==> config.mk <==
export PLATFORM = sky130hd
export DESIGN_NAME = fifo_stream_reader
export DESIGN_NICKNAME = d
export VERILOG_FILES = /design/src/rtl/fifo_stream_pkg.sv /design/src/rtl/sync_2ff.sv /design/src/rtl/fifo_stream_reader.sv
export SDC_FILE = /design/constraint.sdc
export NUM_CORES = 1
export LEC_CHECK = 0
export BUFFER_PORTS_ARGS = -buffer_cell sky130_fd_sc_hd__buf_2
export CORE_MARGIN = 2
export CORE_UTILIZATION = 30
export DETAILED_ROUTE_END_ITERATION = 7
export PLACE_DENSITY_LB_ADDON = 0.1
export SYNTH_ARGS = -nofsm -noshare
export SYNTH_HDL_FRONTEND = slang
export SYNTH_SLANG_ARGS = --single-unit
==> constraint.sdc <==
create_clock -name clk_i -period 1.2 [get_ports clk_i]
set_input_delay 0.18 -clock clk_i [delete_from_list [all_inputs] [get_ports clk_i]]
set_output_delay 0.18 -clock clk_i [all_outputs]
set_load 0.005 [all_outputs]
==> src/rtl/fifo_stream_pkg.sv <==
// Shared types for the FIFO stream reader: strobe FSM encoding and counter width.
package fifo_stream_pkg;

  localparam int COUNT_W = 16;

  typedef enum logic [1:0] {
    IDLE = 2'd0,
    HIGH = 2'd1,
    LOW  = 2'd2
  } state_t;

endpackage

==> src/rtl/sync_2ff.sv <==
// Two-flop synchronizer for asynchronous level flags; reset value is a parameter
// so empty/full style flags can come out of reset in their safe state.
module sync_2ff #(
  parameter logic reset_val = 1'b0
) (
  input  logic clk_i,
  input  logic n_reset_i,
  input  logic d_i,
  output logic q_o
);

  logic meta_q;
  logic sync_q;

  always_ff @(posedge clk_i or negedge n_reset_i) begin
    if (!n_reset_i) begin
      meta_q <= reset_val;
      sync_q <= reset_val;
    end else begin
      meta_q <= d_i;
      sync_q <= meta_q;
    end
  end

  assign q_o = sync_q;

endmodule

==> src/rtl/fifo_stream_reader.sv <==
// Strobe-driven FIFO consumer delivering bytes on a valid/ready stream.
// Optional 2-entry output buffer: define FIFO_STREAM_READER_PREFETCH_EN.
module fifo_stream_reader
  import fifo_stream_pkg::*;
#(
  parameter int data_width    = 8,
  parameter int strobe_width  = 2,
  parameter int settle_cycles = 1
) (
  input  logic                  clk_i,
  input  logic                  n_reset_i,
  input  logic                  enable_i,
  input  logic                  fifo_empty_i,
  input  logic [data_width-1:0] fifo_data_i,
  output logic                  fifo_rd_o,
  output logic [data_width-1:0] m_data_o,
  output logic                  m_valid_o,
  input  logic                  m_ready_i,
  output logic [COUNT_W-1:0]    count_o,
  output logic                  busy_o,
  output state_t                state_o
);

  localparam int cnt_max = (strobe_width > settle_cycles + 2) ? strobe_width : settle_cycles + 2;
  localparam int cnt_w   = $clog2(cnt_max + 1);

  // Stream handshake: a byte moves when m_valid_o && m_ready_i on a rising clk_i;
  // m_data_o holds while m_valid_o && !m_ready_i; valid never drops without a pop.

  state_t             state_q, state_d;
  logic [cnt_w-1:0]   cnt_q, cnt_d;
  logic               rd_q;
  logic               empty_s;
  logic               capture;
  logic               pop;
  logic               space;
  logic               start;
  logic [COUNT_W-1:0] count_q;

  sync_2ff #(.reset_val(1'b1)) u_empty_sync (
    .clk_i     (clk_i),
    .n_reset_i (n_reset_i),
    .d_i       (fifo_empty_i),
    .q_o       (empty_s)
  );

  assign pop   = m_valid_o && m_ready_i;
  assign start = enable_i && !empty_s && space;

  always_comb begin
    state_d = state_q;
    cnt_d   = cnt_q;
    capture = 1'b0;
    case (state_q)
      IDLE: begin
        if (start) begin
          state_d = HIGH;
          cnt_d   = cnt_w'(strobe_width);
        end
      end
      HIGH: begin
        cnt_d = cnt_q - cnt_w'(1);
        if (cnt_q == cnt_w'(1)) begin
          capture = 1'b1;
          state_d = LOW;
          cnt_d   = cnt_w'(settle_cycles + 2);
        end
      end
      LOW: begin
        cnt_d = cnt_q - cnt_w'(1);
        if (cnt_q == cnt_w'(1)) state_d = IDLE;
      end
      default: begin
        state_d = IDLE;
        cnt_d   = '0;
      end
    endcase
  end

  // The strobe comes from its own flop so the FIFO never sees a decode glitch.
  always_ff @(posedge clk_i or negedge n_reset_i) begin
    if (!n_reset_i) begin
      state_q <= IDLE;
      cnt_q   <= '0;
      rd_q    <= 1'b0;
      count_q <= '0;
    end else begin
      state_q <= state_d;
      cnt_q   <= cnt_d;
      rd_q    <= (state_d == HIGH);
      if (pop) count_q <= count_q + COUNT_W'(1);
    end
  end

`ifdef FIFO_STREAM_READER_PREFETCH_EN
  logic [data_width-1:0] mem_q [2];
  logic                  wr_ptr_q;
  logic                  rd_ptr_q;
  logic [1:0]            occ_q;
  logic                  in_flight;

  assign in_flight = (state_q == HIGH);
  assign space     = (occ_q + 2'(in_flight)) < 2'd2;

  always_ff @(posedge clk_i or negedge n_reset_i) begin
    if (!n_reset_i) begin
      mem_q[0] <= '0;
      mem_q[1] <= '0;
      wr_ptr_q <= 1'b0;
      rd_ptr_q <= 1'b0;
      occ_q    <= 2'd0;
    end else begin
      if (capture) begin
        mem_q[wr_ptr_q] <= fifo_data_i;
        wr_ptr_q        <= ~wr_ptr_q;
      end
      if (pop) rd_ptr_q <= ~rd_ptr_q;
      occ_q <= occ_q + 2'(capture) - 2'(pop);
    end
  end

  assign m_data_o  = mem_q[rd_ptr_q];
  assign m_valid_o = (occ_q != 2'd0);
`else
  logic [data_width-1:0] data_q;
  logic                  valid_q;

  // A read is only started into an empty (or emptying) register, so capture never overwrites.
  assign space = !valid_q || pop;

  always_ff @(posedge clk_i or negedge n_reset_i) begin
    if (!n_reset_i) begin
      data_q  <= '0;
      valid_q <= 1'b0;
    end else begin
      if (capture) data_q <= fifo_data_i;
      valid_q <= capture || (valid_q && !pop);
    end
  end

  assign m_data_o  = data_q;
  assign m_valid_o = valid_q;
`endif

  assign fifo_rd_o = rd_q;
  assign count_o   = count_q;
  assign busy_o    = (state_q != IDLE);
  assign state_o   = state_q;

endmodule

==> impl_metrics.yaml, run 1 <==
floorplanning:
  start_util: 0.315
  coreArea_um2: 4380
  rows: 24
  dieArea_um2: 5160
  die_w_um: 71.9
  num_io_pins: 42
  die_h_um: 71.9
power:
  cellLeakagePower_uw: 0.00116
  peakVddDrop_uv: 1190
  p_per_area_nw_per_um2: 2080
  p_total_uw: 4580
sta:
  finalCritPeriodShare: 1.11
  rsz0062_at_grt: "true"
  hold_violations: 0
  maxSlewViolCount: 0
  fmax_mhz: 754
  clock_skew_ns: 0.00136
  period_needed_ns: 1.33
  slew_headroom: 0.764
  setup_viol: 28
  final.setup.worst_slack_ns: -0.127
  worstMarginPinSlew_ns: 0.353
cells_and_area:
  finalNonFillerCells: 240
  fin_area_um2: 2200
  nFillCells: 421
  syn_to_final_growth_pct: 59.2
  multi_input_area_um2: 653
  nNetsFinal: 205
  final_layout_size_suffix_gt1_frac: 0.601
  finish.utilization: 0.502
  antenna_cells: 0
  register_area_um2: 803
logic_synthesis:
  synth_top_family_by_area: "simple AND/OR/NAND/NOR gates"
  synth_nets: 124
  yosys.area.top_type: "dfrtp_1"
  synth_mux_area_frac: 0.0815
  synthArstFlopShare: 1.00
  synthDistinctLibCells: 26
  synth-edff-count: 0
  synthFlopType: "dfrtp_1"
  synth_compound_area_frac: 0.0226
  synth_cells: 107
  yosys.area_share.simple: 0.168
  synth_area_leaders: "dfrtp_1 54%, mux2_2 8.2%, xnor2_1 6.3%, dfstp_2 3.8%, ha_1 3.6%"
  yosys_warnings: 0
  yosys.area_share.adder: 0.0362
  yosys.area.top_type_share: 0.543
  synth-seq-area-share: 0.582
  postSynthAreaPerCell_um2: 12.9
  yosys.area_share.xor_xnor: 0.0951
  syn-cell-area_um2: 1380
  ys_ff_latch: 32
grt:
  grt_pass1_vias: 1108
  grt_max_degree: 20
  antenna_found_initial: 0
  grt_pass1_wl_um: 5210
  grt.overflow.total: 0
  gr-usage-all-layers: 0.133
clock_network:
  cts_buffers: 5
  clk_path_buf_depth: 2
  cts_tree: "done"
  clock-root-buffer: "clkbuf_8"
  path_clk_slew_ns: 0.06
  insertion_delay_ns: 0.28
  htree_levels: 2
  clock-sinks: 32
setup_path:
  slowest_delay_ns: 0.41
  crit_arrival_ns: 1.54
  path_cells: "buf_4, or2b_2, nand3b_1, mux2_4, nor2_2"
  crit_slowest_cell: "dfrtp_1"
  crit_end: "state_o[0]$_DFF_PN0_"
  ff2ff_setup_slack_ns: -0.13
  cp-start-kind: "flop"
  crit_path_end_kind: "flop"
  r2r-start: "m_valid_o$_DFF_PN0_"
  required_ns: 1.42
  critPathKind: "flop to flop"
  path_max_fanout: 3
  timing.rr.end: "state_o[0]$_DFF_PN0_"
  reg2reg_depth: 5
  cp-startpoint: "m_valid_o$_DFF_PN0_"
place:
  postPlaceCellArea_um2: 1850
  dp.cells: 218
  place.gp.congestion: 0.746
  dpl.hpwl_um: 2150
  io_buffers: 41
min_path:
  min_path_type: "input port to flop"
  hold_start: "fifo_data_i[2]"
outcome:
  outcome: "finished with violations"
  violations: "negative setup slack"
detailed_routing:
  via_per_inst: 4.49
  routed_wl_um: 3100
  drt-initial-drc-count: 39
  ant_nets: 0
  vias: 1077
  drt_pre_antenna_iters: 4
  routedWlPerCell_um: 12.9
  drc: 0
flow_run:
  drv_cap: 0
## final cells by class
type	count	area share
clock buffer	7	0.0438
inverter	3	0.00512
multi-input combinational	70	0.297
sequential	32	0.365
tap	52	0.0296
timing repair buffer	76	0.259
## worst min path at each step
| stage | to | cells past startpoint |
|---|---|---|
| finish | m_data_o[2]$_DFFE_PN0P_ | 2 |
| detailed placement | m_data_o[2]$_DFFE_PN0P_ | 1 |
| global route | m_data_o[4]$_DFFE_PN0P_ | 2 |
| CTS | m_data_o[2]$_DFFE_PN0P_ | 2 |
| floorplan | cnt_q[0]$_DFFE_PN0P_ | 0 |
| global placement | m_data_o[2]$_DFFE_PN0P_ | 1 |
## per-stage QoR
stage / hold WS (ns) / setup TNS, ns / worst slack (ns)
2_1_floorplan: -0.116 / -0.943 / -0.0852
3_3_place_gp: 0.105 / -1.54 / -0.123
3_5_place_dp: 0.106 / -2.07 / -0.164
4_1_cts: 0.122 / -2.01 / -0.126
5_1_grt: 0.119 / -4.36 / -0.233
6_report: 0.125 / -2.19 / -0.127
## sequential cells by signal, indices dropped and copies added, names as in the netlist
signal and cells:
state_o 2, m_valid_o 1, cnt_q 2, m_data_o 8, u_empty_sync.meta_q 1, fifo_rd_o 1, count_o 16, u_empty_sync.q_o 1
## logic make-up (layout without fill, tap and decap cells)
kind of cell / count (synthesis) / after routing
flip-flops: 32 / 32
multiplexers: 10 / 10
AND/OR/NAND/NOR: 36 / 36
AO/OA/AOI/OAI: 5 / 5
adder cells (fa/ha/maj): 4 / 4
buffers and inverters: 5 / 86
XOR/XNOR: 15 / 15
## metal layers
metal | track usage | wire length [µm] | up-vias
met5 | 0 | 0 | -
met4 | 0.0629 | 62 | 0
met3 | 0.0366 | 206 | 6
met2 | 0.203 | 1470 | 32
met1 | 0.175 | 1360 | 515
li1 | - | - | 524
## placed cells by master, fill, tap and decap left out, types with 2 or more instances in the layout
| cell type | count |
|---|---|
| buf_2 | 37 |
| mux2_2 | 3 |
| xor2_1 | 5 |
| nand3_1 | 3 |
| nand2_2 | 4 |
| ha_1 | 2 |
| nand3b_1 | 2 |
| clkbuf_8 | 7 |
| buf_6 | 10 |
| inv_1 | 3 |
| nor4_4 | 2 |
| mux2_4 | 7 |
| nand2_1 | 2 |
| dlygate4sd3_1 | 2 |
| nor2_2 | 2 |
| and3_1 | 3 |
| buf_4 | 23 |
| nor2_1 | 3 |
| ha_2 | 2 |
| or2_4 | 2 |
| nand3_4 | 2 |
| xnor2_1 | 9 |
| nand2b_1 | 2 |
| dfstp_2 | 2 |
| nand4_1 | 3 |
| dfrtp_1 | 30 |
| buf_12 | 2 |
## synthesized netlist by cell type (3+ instances only)
cell,n
xor2_1,5
ha_1,4
nand4_1,3
dfrtp_1,30
nand2_1,7
xnor2_1,10
nor2_1,6
inv_1,3
and3_1,3
mux2_2,10
nand3_1,5
## critical path: cells and delay by family (launching register included)
| kind | cells | cell delay, ns |
|---|---|---|
| buffers and inverters | 1 | 0.15 |
| flip-flops | 1 | 0.41 |
| multiplexers | 1 | 0.33 |
| AND/OR/NAND/NOR | 3 | 0.39 |
## timing repair
item	CTS	global route
hold endpoints to repair	12	0
setup buffers	6	6
hold buffers	2	0
gates cloned	0	1
pin swaps	6	5
gates resized for setup	15	13
endpoints found under the setup margin	22	30
## report_power, final
group,leakage [µW],internal [µW],switching (µW)
clock,0.0000503,510,382
combinational,0.000708,1340,770
sequential,0.000406,1390,183
total,0.00116,3240,1330
Note: power is estimated with default switching activity, not from simulation.
==> run 2: changes to the inputs <==
--- a/config.mk
+++ b/config.mk
@@ -6,9 +6,9 @@
 export NUM_CORES = 1
 export LEC_CHECK = 0
-export BUFFER_PORTS_ARGS = -buffer_cell sky130_fd_sc_hd__buf_2
 export CORE_MARGIN = 2
 export CORE_UTILIZATION = 30
 export DETAILED_ROUTE_END_ITERATION = 7
-export PLACE_DENSITY_LB_ADDON = 0.1
+export DONT_BUFFER_PORTS = 1
+export PLACE_DENSITY_LB_ADDON = 0.15
 export SYNTH_ARGS = -nofsm -noshare
 export SYNTH_HDL_FRONTEND = slang
==> constraint.sdc (replaced) <==
create_clock -name clk_i -period 1.2 [get_ports clk_i]
set_input_delay 0.18 -clock clk_i [delete_from_list [all_inputs] [get_ports clk_i]]
set_output_delay 0.18 -clock clk_i [all_outputs]
set_load 0.02 [all_outputs]
==> impl_metrics.yaml, run 2 (same netlist as run 1, synthesis figures left out) <==
outcome:
  outcome: "finished with violations"
  violations: "negative setup slack"
detailed_routing:
  drt-initial-drc-count: 19
  routed_wl_um: 2810
  drc: 0
  routedWlPerCell_um: 13.9
  drt_pre_antenna_iters: 4
  vias: 929
  via_per_inst: 4.60
  ant_nets: 0
setup_path:
  required_ns: 1.36
  slowest_delay_ns: 0.37
  path_cells: "inv_1, ha_2, nand3b_1, buf_6, mux2_2"
  crit_slowest_cell: "dfrtp_1"
  crit_path_end_kind: "flop"
  critPathKind: "flop to flop"
  crit_arrival_ns: 1.51
  path_max_fanout: 8
  cp-start-kind: "flop"
grt:
  antenna_found_initial: 0
  grt_max_degree: 33
  grt_pass1_vias: 999
  grt.overflow.total: 0
  grt_pass1_wl_um: 4590
  gr-usage-all-layers: 0.120
sta:
  setup_viol: 24
  slew_headroom: 0.779
  finalCritPeriodShare: 1.13
  rsz0062_at_grt: "true"
  fmax_mhz: 741
  clock_skew_ns: 0.00459
  finalSetupTns_ns: -2.36
  period_needed_ns: 1.35
  maxSlewViolCount: 0
  worstMarginPinSlew_ns: 0.329
  final.setup.worst_slack_ns: -0.150
  hold_violations: 0
power:
  p_int_uw: 2780
  p_per_area_nw_per_um2: 2250
  pwr-share-clk: 0.177
  peakVddDrop_uv: 1040
  p_total_uw: 4350
  switching_power_uw: 1570
  seq_power_share: 0.419
  cellLeakagePower_uw: 0.000922
  combPwrFrac: 0.405
  swShare: 0.361
min_path:
  min_path_type: "input port to flop"
cells_and_area:
  multi_input_area_um2: 633
  final_layout_size_suffix_gt1_frac: 0.567
  syn_to_final_growth_pct: 39.6
  fin_area_um2: 1930
  antenna_cells: 0
  largest_reg_flops: 16
  nNetsFinal: 166
  final_cell_mix: "27 x buf_4, 20 x dfrtp_1, 10 x xnor2_1, 10 x dfrtp_2, 7 x buf_6"
  nFillCells: 413
  register_area_um2: 816
  final_common_cell: "buf_4"
clock_network:
  insertion_delay_ns: 0.27
  cts_tree: "done"
  cts_buffers: 5
  clock-sinks: 32
  htree_levels: 2
  clock-root-buffer: "clkbuf_8"
  path_clk_slew_ns: 0.06
  clk_path_buf_depth: 2
floorplanning:
  start_util: 0.315
  rows: 24
  num_io_pins: 42
  die_w_um: 71.9
  die_h_um: 71.9
  coreArea_um2: 4380
  dieArea_um2: 5160
place:
  place.gp.congestion: 0.758
  postPlaceCellArea_um2: 1660
  dpl.hpwl_um: 1910
  io_buffers: 0
flow_run:
  drv_cap: 0
run 2: path summary, 6_finish.rpt:
path / from / to / slack (ns) / depth (start not counted)
worst max-delay path: cnt_q[1]$_DFFE_PN0P_ / m_data_o[0]$_DFFE_PN0P_ / -0.15 / 5
worst min-delay path: m_ready_i / count_o[0]$_DFFE_PN0P_ / 0.05 / 2
worst max register to register: cnt_q[1]$_DFFE_PN0P_ / m_data_o[0]$_DFFE_PN0P_ / -0.15 / 5
worst min register to register: u_empty_sync.meta_q$_DFF_PN1_ / u_empty_sync.q_o$_DFF_PN1_ / 0.36 / 0
max in group asynchronous: n_reset_i / u_empty_sync.q_o$_DFF_PN1_ / 0.62 / 2
min in group asynchronous: n_reset_i / m_data_o[3]$_DFFE_PN0P_ / 0.34 / 2
run 2: timing repair:
item	CTS	global route
gates resized for setup	13	16
hold buffers	3	0
setup buffers	6	1
cloned	0	0
pin swaps	6	5
endpoints found under the hold margin	33	0
endpoints found under the setup margin	22	27
run 2: per-layer routing:
layer,part of all wire,vias up,track usage
met3,0.058,5,0.0534
met1,0.41,462,0.136
met2,0.51,20,0.191
met5,0,-,0
met4,0.013,0,0.0629
li1,-,442,-
run 2: power groups by stage:
stage | clock network, µW | registers (µW) | logic [µW]
global route | 877 | 1860 | 1930
finish | 769 | 1820 | 1760
floorplan | 0 | 1980 | 693
global placement | 0 | 1830 | 1170
CTS | 808 | 1810 | 1510
detailed placement | 0 | 1840 | 1210
run 2: layout make-up:
class | instances | share of cell area
Sequential cell | 32 | 0.423
Multi-Input combinational cell | 70 | 0.328
Timing Repair Buffer | 37 | 0.167
Clock buffer | 7 | 0.0396
Tap cell | 52 | 0.0337
Inverter | 3 | 0.00584
Clock inverter | 1 | 0.00260
run 2: worst max-delay path, delay by kind of cell (launching register included):
family | cells | cell delay, ns
adder cells (fa/ha/maj) | 1 | 0.19
buffers and inverters | 2 | 0.22
flip-flops | 1 | 0.37
multiplexers | 1 | 0.34
AND/OR/NAND/NOR | 1 | 0.12
run 2: through the flow:
step                      setup WS, ns  hold slack, ns   util  std cells
after global routing            -0.247          0.0290  0.440        202
after global placement          -0.143          -0.115  0.378        184
after CTS                       -0.131          0.0295  0.424        201
after detailed placement        -0.193          -0.114  0.378        184
final                           -0.150          0.0459  0.440        202
after floorplan                 -0.126          -0.116      -        107
==> run 3: changes to the inputs <==
- CORE_ASPECT_RATIO: unset -> 0.75
- SETUP_SLACK_MARGIN: unset -> 0.02
==> impl_metrics.yaml, run 3 (same netlist as run 1, synthesis figures left out) <==
clock_network:
  insertion_delay_ns: 0.27
  clk_path_buf_depth: 2
  cts_tree: "done"
  clock-root-buffer: "clkbuf_8"
  cts_buffers: 5
  htree_levels: 2
  path_clk_slew_ns: 0.06
  clock-sinks: 32
sta:
  hold_violations: 0
  rsz0062_at_grt: "true"
  fmax_mhz: 752
  worstMarginPinSlew_ns: 0.355
  period_needed_ns: 1.33
  final.setup.worst_slack_ns: -0.130
  clock_skew_ns: 0.00341
  finalCritPeriodShare: 1.11
  hold_ws_ns: 0.0551
  setup_viol: 24
  slew_headroom: 0.761
  maxSlewViolCount: 0
setup_path:
  crit_arrival_ns: 1.48
  required_ns: 1.36
  slowest_delay_ns: 0.42
  ff2ff_setup_slack_ns: -0.13
  path_cells: "ha_4, nand3b_1, buf_12, mux2_2"
  crit_path_end_kind: "flop"
  crit_slowest_cell: "dfrtp_1"
  path_buf_inv: 1
  critPathKind: "flop to flop"
  critical-path-top-delay-family: "flip-flops"
  cp-start-kind: "flop"
  path_max_fanout: 8
floorplanning:
  coreArea_um2: 4440
  rows: 21
  num_io_pins: 42
  start_util: 0.311
  die_h_um: 62.8
  dieArea_um2: 5170
  die_w_um: 82.4
outcome:
  violations: "negative setup slack"
  outcome: "finished with violations"
detailed_routing:
  routed_wl_um: 2910
  ant_nets: 0
  routedWlPerCell_um: 13.9
  drt-initial-drc-count: 20
  drc: 0
  via_per_inst: 4.56
  vias: 958
  drt_pre_antenna_iters: 2
cells_and_area:
  final_layout_size_suffix_gt1_frac: 0.588
  antenna_cells: 0
  syn_to_final_growth_pct: 45.5
  nNetsFinal: 169
  final_common_cell: "buf_4"
  largest_reg_flops: 16
  finalNonFillerCells: 210
  fin_area_um2: 2010
  nFillCells: 422
  final_cell_mix: "28 x buf_4, 20 x dfrtp_1, 10 x xnor2_1, 10 x dfrtp_2, 9 x mux2_2"
power:
  cellLeakagePower_uw: 0.000928
  peakVddDrop_uv: 1180
  p_total_uw: 4480
  p_per_area_nw_per_um2: 2230
grt:
  gr-usage-all-layers: 0.124
  grt.overflow.total: 0
  antenna_found_initial: 0
  grt_max_degree: 33
  grt_pass1_vias: 1012
  grt_pass1_wl_um: 4710
place:
  io_buffers: 0
  dp.cells: 189
  dpl.hpwl_um: 1980
  pre_cts_ws_ns: -0.164
  place.gp.congestion: 0.771
  postPlaceCellArea_um2: 1680
flow_run:
  drv_cap: 0
min_path:
  min_path_type: "input port to flop"
## run 3: cell types whose count changed in the layout (fill, tap and decap cells not counted), moves of 2 or more
cell     delta
ha_2        -3
mux2_2      +3
mux2_4      -3
nand2_2     +3
ha_4        +2
nand2_1     -2
nand3_1     -2
nand3_2     +2
nor2_1      +2
nor2_2      -2
## run 3: power breakdown
part           internal [µW]  switching (µW)
Combinational            997             782
Sequential              1410             466
Clock                    467             361
## run 3: through the flow
step	utilization	setup TNS, ns
2_1_floorplan	-	-1.55
3_3_place_gp	0.378	-2.09
3_5_place_dp	0.378	-2.55
4_1_cts	0.429	-2.08
5_1_grt	0.453	-3.58
6_report	0.453	-2.15
## run 3: layout make-up
| class | instances | area [µm²] | area share |
|---|---|---|---|
| clock buffer | 8 | 90.1 | 0.0448 |
| inverter | 3 | 13.8 | 0.00685 |
| multi-input combinational | 70 | 641 | 0.319 |
| sequential | 32 | 816 | 0.406 |
| tap | 57 | 71.3 | 0.0355 |
| timing repair buffer | 40 | 378 | 0.188 |
## run 3: path summary, 6_finish.rpt
kind	startpoint	to	cells after the start
worst min register to register	u_empty_sync.meta_q$_DFF_PN1_	u_empty_sync.q_o$_DFF_PN1_	0
worst max-delay path	cnt_q[0]$_DFFE_PN0P_	m_data_o[2]$_DFFE_PN0P_	4
max in group asynchronous	n_reset_i	u_empty_sync.meta_q$_DFF_PN1_	2
worst max register to register	cnt_q[0]$_DFFE_PN0P_	m_data_o[2]$_DFFE_PN0P_	4
worst min-delay path	fifo_data_i[3]	m_data_o[3]$_DFFE_PN0P_	1
min in group asynchronous	n_reset_i	count_o[0]$_DFFE_PN0P_	2
## run 3: metal layers
| layer | GRT usage | vias up | wire [µm] |
|---|---|---|---|
| met5 | 0 | - | 0 |
| met4 | 0.0563 | 0 | 25 |
| met3 | 0.0578 | 4 | 238 |
| met2 | 0.175 | 32 | 1340 |
| met1 | 0.159 | 464 | 1310 |
| li1 | - | 458 | - |
## run 3: repair_timing
action / in CTS / in global routing
pin swaps: 8 / 10
hold endpoints to repair: 33 / 0
gates resized for setup: 18 / 13
hold buffers: 3 / 0
setup buffers: 5 / 7
setup endpoints to repair: 24 / 30
gates cloned: 0 / 1
